<file path="config.mk">
export PLATFORM = sky130hd
export DESIGN_NAME = traffic_phase_ctrl
export DESIGN_NICKNAME = d
export VERILOG_FILES = /design/src/rtl/traffic_phase_ctrl.sv
export SDC_FILE = /design/constraint.sdc
export NUM_CORES = 1
export LEC_CHECK = 0
export CAP_MARGIN = 0
export CORE_MARGIN = 1
export CORE_UTILIZATION = 45
export DETAILED_ROUTE_END_ITERATION = 7
export GPL_ROUTABILITY_DRIVEN = 1
export PLACE_DENSITY_LB_ADDON = 0.05
export SLEW_MARGIN = 10
export SYNTH_ARGS = -nofsm -noshare
export SYNTH_HDL_FRONTEND = slang
export SYNTH_SLANG_ARGS = --single-unit
</file>
<file path="constraint.sdc">
create_clock -name clk -period 2.08 [get_ports clk]
set_clock_uncertainty 0.1 [all_clocks]
set_input_delay 0.208 -clock clk [delete_from_list [all_inputs] [get_ports clk]]
set_output_delay 0.208 -clock clk [all_outputs]
set_load 0.02 [all_outputs]
</file>
<file path="src/rtl/traffic_phase_ctrl.sv">
// Two-road (NS/EW) intersection phase sequencer.
// Phases run NS_G -> NS_Y -> AR1 -> EW_G -> EW_Y -> AR2 -> NS_G, each lasting its loaded
// duration in ticks. A latched pedestrian request cuts the current green short and stretches
// the next all-red into a walk interval. A flash override blinks both yellows.
//
// Ports:
//   clk         system clock, rising edge
//   rst         synchronous active-high reset
//   tick        one-cycle count enable (1 Hz)
//   ped_req     pedestrian button pulse
//   flash       level, 1 = flashing-yellow override
//   phase       0 NS_G, 1 NS_Y, 2 AR1, 3 EW_G, 4 EW_Y, 5 AR2, 6 FLASH
//   ns_light    NS lamps {red,yellow,green}, registered
//   ew_light    EW lamps {red,yellow,green}, registered
//   remain      ticks left in current phase, 0 in FLASH
//   ped_walk    walk lamp, registered
//   ped_pending pedestrian request latched, not yet served
module traffic_phase_ctrl #(
    parameter int unsigned WIDTH    = 4,
    parameter int unsigned T_GREEN  = 9,
    parameter int unsigned T_YELLOW = 2,
    parameter int unsigned T_ALLRED = 1,
    parameter int unsigned T_WALK   = 5,
    parameter int unsigned PED_CUT  = 3
) (
    input  logic             clk,
    input  logic             rst,
    input  logic             tick,
    input  logic             ped_req,
    input  logic             flash,
    output logic [2:0]       phase,
    output logic [2:0]       ns_light,
    output logic [2:0]       ew_light,
    output logic [WIDTH-1:0] remain,
    output logic             ped_walk,
    output logic             ped_pending
);

    typedef enum logic [2:0] {
        StNsG   = 3'd0,
        StNsY   = 3'd1,
        StAr1   = 3'd2,
        StEwG   = 3'd3,
        StEwY   = 3'd4,
        StAr2   = 3'd5,
        StFlash = 3'd6
    } phase_e;

    localparam logic [WIDTH-1:0] TGreen  = WIDTH'(T_GREEN);
    localparam logic [WIDTH-1:0] TYellow = WIDTH'(T_YELLOW);
    localparam logic [WIDTH-1:0] TAllred = WIDTH'(T_ALLRED);
    localparam logic [WIDTH-1:0] TWalk   = WIDTH'(T_WALK);
    localparam logic [WIDTH-1:0] PedCut  = WIDTH'(PED_CUT);
    localparam logic [WIDTH-1:0] One     = WIDTH'(1);

    localparam logic [2:0] LampRed    = 3'b100;
    localparam logic [2:0] LampYellow = 3'b010;
    localparam logic [2:0] LampGreen  = 3'b001;

    phase_e           phase_q, phase_d, ar_phase;
    logic [WIDTH-1:0] remain_q, remain_d;
    logic [2:0]       ns_q, ns_d, ew_q, ew_d;
    logic             walk_q, walk_d, pend_q, pend_d, blink_q, blink_d;
    logic             enter_ar;

    always_comb begin
        phase_d  = phase_q;
        remain_d = remain_q;
        walk_d   = walk_q;
        pend_d   = pend_q;
        blink_d  = blink_q;
        enter_ar = 1'b0;
        ar_phase = StAr2;

        if (flash) begin
            if (phase_q == StFlash) begin
                if (tick) blink_d = ~blink_q;
            end else begin
                phase_d  = StFlash;
                remain_d = '0;
                blink_d  = 1'b1;
                walk_d   = 1'b0;
            end
        end else begin
            case (phase_q)
                StFlash: begin
                    enter_ar = 1'b1;
                    ar_phase = StAr2;
                    blink_d  = 1'b0;
                end
                StNsG, StNsY, StAr1, StEwG, StEwY, StAr2: begin
                    if (tick) begin
                        // <= rather than == so a corrupted zero count still advances
                        if (remain_q <= One) begin
                            walk_d = 1'b0;
                            case (phase_q)
                                StNsG: begin phase_d = StNsY; remain_d = TYellow; end
                                StNsY: begin enter_ar = 1'b1; ar_phase = StAr1; end
                                StAr1: begin phase_d = StEwG; remain_d = TGreen;  end
                                StEwG: begin phase_d = StEwY; remain_d = TYellow; end
                                StEwY: begin enter_ar = 1'b1; ar_phase = StAr2; end
                                default: begin phase_d = StNsG; remain_d = TGreen; end
                            endcase
                        end else if ((phase_q == StNsG || phase_q == StEwG) && pend_q &&
                                     remain_q > PedCut) begin
                            remain_d = PedCut;
                        end else begin
                            remain_d = remain_q - One;
                        end
                    end
                end
                default: begin
                    phase_d  = StNsG;
                    remain_d = TGreen;
                    walk_d   = 1'b0;
                    blink_d  = 1'b0;
                end
            endcase

            if (enter_ar) begin
                phase_d = ar_phase;
                if (pend_q) begin
                    remain_d = TWalk;
                    walk_d   = 1'b1;
                    pend_d   = 1'b0;
                end else begin
                    remain_d = TAllred;
                    walk_d   = 1'b0;
                end
            end
        end

        // a new request overrides the clear from serving the previous one
        if (ped_req) pend_d = 1'b1;

        // lamps decoded from the next state so they change together with phase
        ns_d = LampRed;
        ew_d = LampRed;
        case (phase_d)
            StNsG:   ns_d = LampGreen;
            StNsY:   ns_d = LampYellow;
            StEwG:   ew_d = LampGreen;
            StEwY:   ew_d = LampYellow;
            StFlash: begin
                ns_d = {1'b0, blink_d, 1'b0};
                ew_d = {1'b0, blink_d, 1'b0};
            end
            default: ;
        endcase
    end

    always_ff @(posedge clk) begin
        if (rst) begin
            phase_q  <= StNsG;
            remain_q <= TGreen;
            ns_q     <= LampGreen;
            ew_q     <= LampRed;
            walk_q   <= 1'b0;
            pend_q   <= 1'b0;
            blink_q  <= 1'b0;
        end else begin
            phase_q  <= phase_d;
            remain_q <= remain_d;
            ns_q     <= ns_d;
            ew_q     <= ew_d;
            walk_q   <= walk_d;
            pend_q   <= pend_d;
            blink_q  <= blink_d;
        end
    end

    assign phase       = phase_q;
    assign remain      = remain_q;
    assign ns_light    = ns_q;
    assign ew_light    = ew_q;
    assign ped_walk    = walk_q;
    assign ped_pending = pend_q;

endmodule

</file>
==> Word level (Yosys, flattened, before mapping) <==
Cells that the tools add are included.
Widths: inputs -> output; s select.
{ "op_classes": {"n_lt_le_gt_ge": 2, "reduce_logical": 12, "n_mux": 41, "multipliers": 0, "div_mod_pow": 0, "bitwise": 1, "n_eq_ne": 16, "n_shift": 0, "n_addsub": 1} }
{ "op_table": {"columns": ["cell", "n"], "rows": [
  ["$mux 3", 10],
  ["$mux 4", 6],
  ["$pmux 3 s3", 2],
  ["$mux 1", 17],
  ["$pmux 4 s2", 2],
  ["$eq 3x3->1 const B", 5],
  ["$pmux 3 s4", 1],
  ["$eq 3x2->1 const B", 3],
  ["$ne 4x4->1 const B", 2],
  ["$reduce_and 4->1", 2],
  ["$eq 3x1->1 const B", 2],
  ["$logic_not 3->1", 2],
  ["$pmux 3 s2", 1],
  ["$reduce_or 6->1", 1],
  ["$ne 5x5->1 const B", 1],
  ["$gt 4x2->1 const B", 1],
  ["$le 4x1->1 const B", 1],
  ["$ne 2x2->1 const B", 2],
  ["$pmux 1 s2", 2],
  ["$reduce_or 2->1", 2],
  ["$sub 4x1->4 const B", 1],
  ["$logic_and 1x1->1", 2],
  ["$ne 2x1->1 const B", 1],
  ["$reduce_and 2->1", 1],
  ["3 further kinds", 3]
]} }
{ "totals": {"output_inout_bits": 15, "register_bits": 16, "ramBits": 0, "in_bits": 5, "latchBits": 0, "mem_count": 0, "elab_cells": 80, "romBits": 0} }

==> Longest topological paths before layout <==
{ "depth": {"word_depth": 11, "depth_mapped": 7, "depth_no_buf": 7} }

==> Worst setup path after synthesis <==
Ideal clock, no wire load.
{ "synth_path": {"path_kind": "register -> register", "startpoint": "reg remain_q[0] (netlist: remain[0])", "endpoint": "reg remain_q[2] (netlist: remain[2])", "required_ns": 1.892, "slack_ns": -0.132, "path_stages_with_launch": 8, "path_buffers": 0, "arrival_time_ns": 2.024, "synth_period_minus_slack_ns": 2.212, "setup_ns": 0.088, "cell_sequence": "dfxtp_1 > inv_1 > ha_1 > nor2_4 > and4b_1 > a211o_1 > a2111o_1 > a311oi_2"} }
{ "synth_between": {"elab_chain_len": 8, "word_cells_on_any_way": 18, "cone_classes": "1 x add/sub; 2 x order compare; 3 x eq/ne; 10 x mux; 2 x reduce/logical"} }
{ "synth_rtl": {"columns": ["element", "line", "rtl"], "rows": [
  ["from (decl)", "61", "logic [WIDTH-1:0] remain_q, remain_d;"],
  ["from (signal assigned)", "155", "remain_q <= TGreen;"],
  ["from (signal assigned)", "163", "remain_q <= remain_d;"],
  ["parallel branches: the longest is 8 deep, another holds $le 4x1->1", null, null]
]} }
Parallel ways; which one is timed is not known. The select of a mux whose other input is x is not followed.
A chain may end at the register's enable or synchronous reset.

==> Worst setup path in the final report <==
Ends and elaborated chain as after synthesis.

==> metrics.csv <==
metric,value,unit
status,completed,
max_stage_delay,390,ps
nets,156,
fin_crit_sh,97.2,%
setup_viol,0,
critPathBufInv,1,
grt_pass1_wl,4260,um
drive_gt1_share,20.3,%
synth-main-ff-cell,dfxtp_1,
regArea,325,um^2
vias,1019,
grt_start_max_net_pins,15,
power.leakage,0.522,nW
clock-root-buffer,clkbuf_4,
htree_levels,1,
initial_utilization,49.3,%
syn_area,987,um^2
arrival,2130,ps
synth.most_common_cell,dfxtp_1,
drt-initial-drc-count,30,
grt_overflow,0,
path_depth,7,
grt.busiest_layer,met2,
viasPerCell,5.82,
fillerInstances,174,
period_needed,2020,ps
grtUsageTotal,22.6,%
fmax,495,MHz
cp_data_required_time,2190,ps
die-area,2380,um^2
reg2regPathDepth,7,
critPathLaunchType,flip-flop,
antennaDiodeCount,0,
wl,2540,um
multi_input_area,648,um^2
die_x,48.8,um
ys_types,47,
critPathKind,reg2reg,
path_delay_family,compound AO/OA/AOI/OAI gates,
io_buffer_count,19,
dp_hpwl,1860,um
clk_latency,290,ps
synthToLayoutAreaGrowth,36.4,%
crit_slowest_cell,dfxtp_4,
yosysWarnings,0,
worstPathMaxFanout,6,
synth_common_cells,"16 x dfxtp_1, 13 x a21oi_1, 11 x nor2_1",
crit_chain,inv_1 > ha_4 > nor2_4 > and4b_1 > a211o_1 > a2111o_1 > a311oi_2,
setup_tns,0,ps
whs,369,ps
synth_fp_nets,128,
drtPass1Iterations,4,
worstMarginPinSlew,443,ps
synth_area_per_cell,8.16,um^2
fin_cells,175,
synth_top_area_share,32.4,%
use_met2,36.1,%
relSlewSlack,70.2,%
cts_tree,built,
ys_seq_area_share,32.4,%
peakVddDrop,410,uV
yosys.area.top_type,dfxtp_1,
placed_cells,171,
path_clk_slew,100,ps
clock-sinks,16,
die_h,48.8,um
drtAntennaViolNets,0,
synthArstFlopShare,0,%
yosys-top-cells-area,"dfxtp_1 32%, a21oi_1 6.6%, nor2_1 4.2%, o31ai_1 3.8%, nand2_1 2.7%",
numCtsBuffers,3,
hold_path_class,reg2reg,
synth_edf_count,0,
power_density,656,nW/um^2
grt_use_met3,5.61,%
drc_errors,0,
ys_seq_elements,16,
hold_viol_final,0,
grtUsageMet1,31.9,%
holdBufCountCts,0,
core-area,2000,um^2
drv_cap,0,
clockBufferDepth,2,
worstSetupEndpointType,flip-flop,
grt_pass1_vias,927,
routabilityCongestion,0.825,
rows,16,
holdPathStages,2,
ioPinCount,20,
syn_inst,121,
slew_viol_final,0,
avgRoutedWirePerCell,14.5,um
antenna_found_initial,0,
-- path summary, 6_finish.rpt --
path	start	slack [ps]	endpoint
setup / recovery	remain[0]$_SDFFE_PP1P_	60	remain[2]$_SDFFE_PP0P_
hold / removal	ped_walk$_SDFFE_PP0P_	370	ped_walk$_SDFFE_PP0P_
setup reg to reg	remain[0]$_SDFFE_PP1P_	60	remain[2]$_SDFFE_PP0P_
hold reg to reg	ped_walk$_SDFFE_PP0P_	370	ped_walk$_SDFFE_PP0P_
-- per-stage QoR --
stage / instance area [um^2] / setup slack, ps / utilization [%] / total power, W
after floorplan: 992 / 19.4 / - / 0.000554
after global placement: 1270 / -24.6 / 63.4 / 0.000659
after detailed placement: 1270 / -64.3 / 63.4 / 0.000663
after CTS: 1310 / 18.1 / 65.3 / 0.000875
after global routing: 1350 / -1.89 / 67.3 / 0.000937
final: 1350 / 58.9 / 67.3 / 0.000884
-- what timing repair did --
action | in CTS | in global routing
setup buffers | 0 | 0
endpoints found under the hold margin | 0 | 0
gates resized for setup | 0 | 6
setup endpoints to repair | 0 | 2
-- per-layer routing --
layer | share of wire [%] | wire (um) | up-vias
li1 | - | - | 496
met1 | 47 | 1200 | 481
met2 | 46 | 1160 | 40
met3 | 6.9 | 176 | 2
met4 | 0.16 | 4 | 0
met5 | 0 | 0 | -
-- cells in the final DEF (no fill, tap or decap), types with 2 or more instances in the layout --
cell and n:
clkdlybuf4s50_1 19, clkbuf_4 3, a211o_1 2, a211oi_1 2, o21bai_1 3, nor3_1 4
dfxtp_1 14, nor2b_1 3, nor4_1 3, a21o_1 2, buf_4 13, ha_4 2
o31ai_1 5, xnor2_1 2, a21oi_1 13, nand2_1 7, nor2_1 11, inv_1 4
o21ai_0 3, nand2b_1 2, xor2_1 3
-- state kept, by name, indices dropped and copies added, names as in the netlist --
register,count
ped_walk,1
ns_light,3
ew_light,3
phase,3
remain,4
ped_pending,1
blink_q,1
-- final cells by class --
| type | count | area share [%] |
|---|---|---|
| clock buffers | 4 | 2.70 |
| inverters | 4 | 1.12 |
| multi-input cells | 92 | 48.1 |
| flip-flops and latches | 16 | 24.2 |
| well taps | 27 | 2.51 |
| repair buffers | 32 | 21.4 |
-- report_power, final --
part	internal, W	leakage [nW]	total [W]	switching (W)
Combinational	0.000152	0.368	0.000322	0.000169
Sequential	0.000332	0.133	0.000355	0.0000230
Clock	0.000107	0.0210	0.000208	0.000101
-- kinds of logic (layout without fill, tap and decap cells) --
family                     count (synthesis)  count (layout)  synth area share (%)
muxes                                      2               2                  2.15
and+or+nand+nor                           42              42                  23.8
AOI/OAI and AO/OA                         41              41                  28.6
buffers and inverters                     13              40                  5.96
DFF                                       16              16                  32.4
xor gates and xnor gates                   5               5                  4.44
adders and majority gates                  2               2                  2.53
-- worst reg2reg max path: cells and delay by family (launching register included) --
family | cells | cell delay, ps
buf+inv | 1 | 80
flops | 1 | 390
simple gates | 2 | 320
fa+ha+maj | 1 | 180
compound gates | 3 | 870
Note: power is estimated with default switching activity, not from simulation.
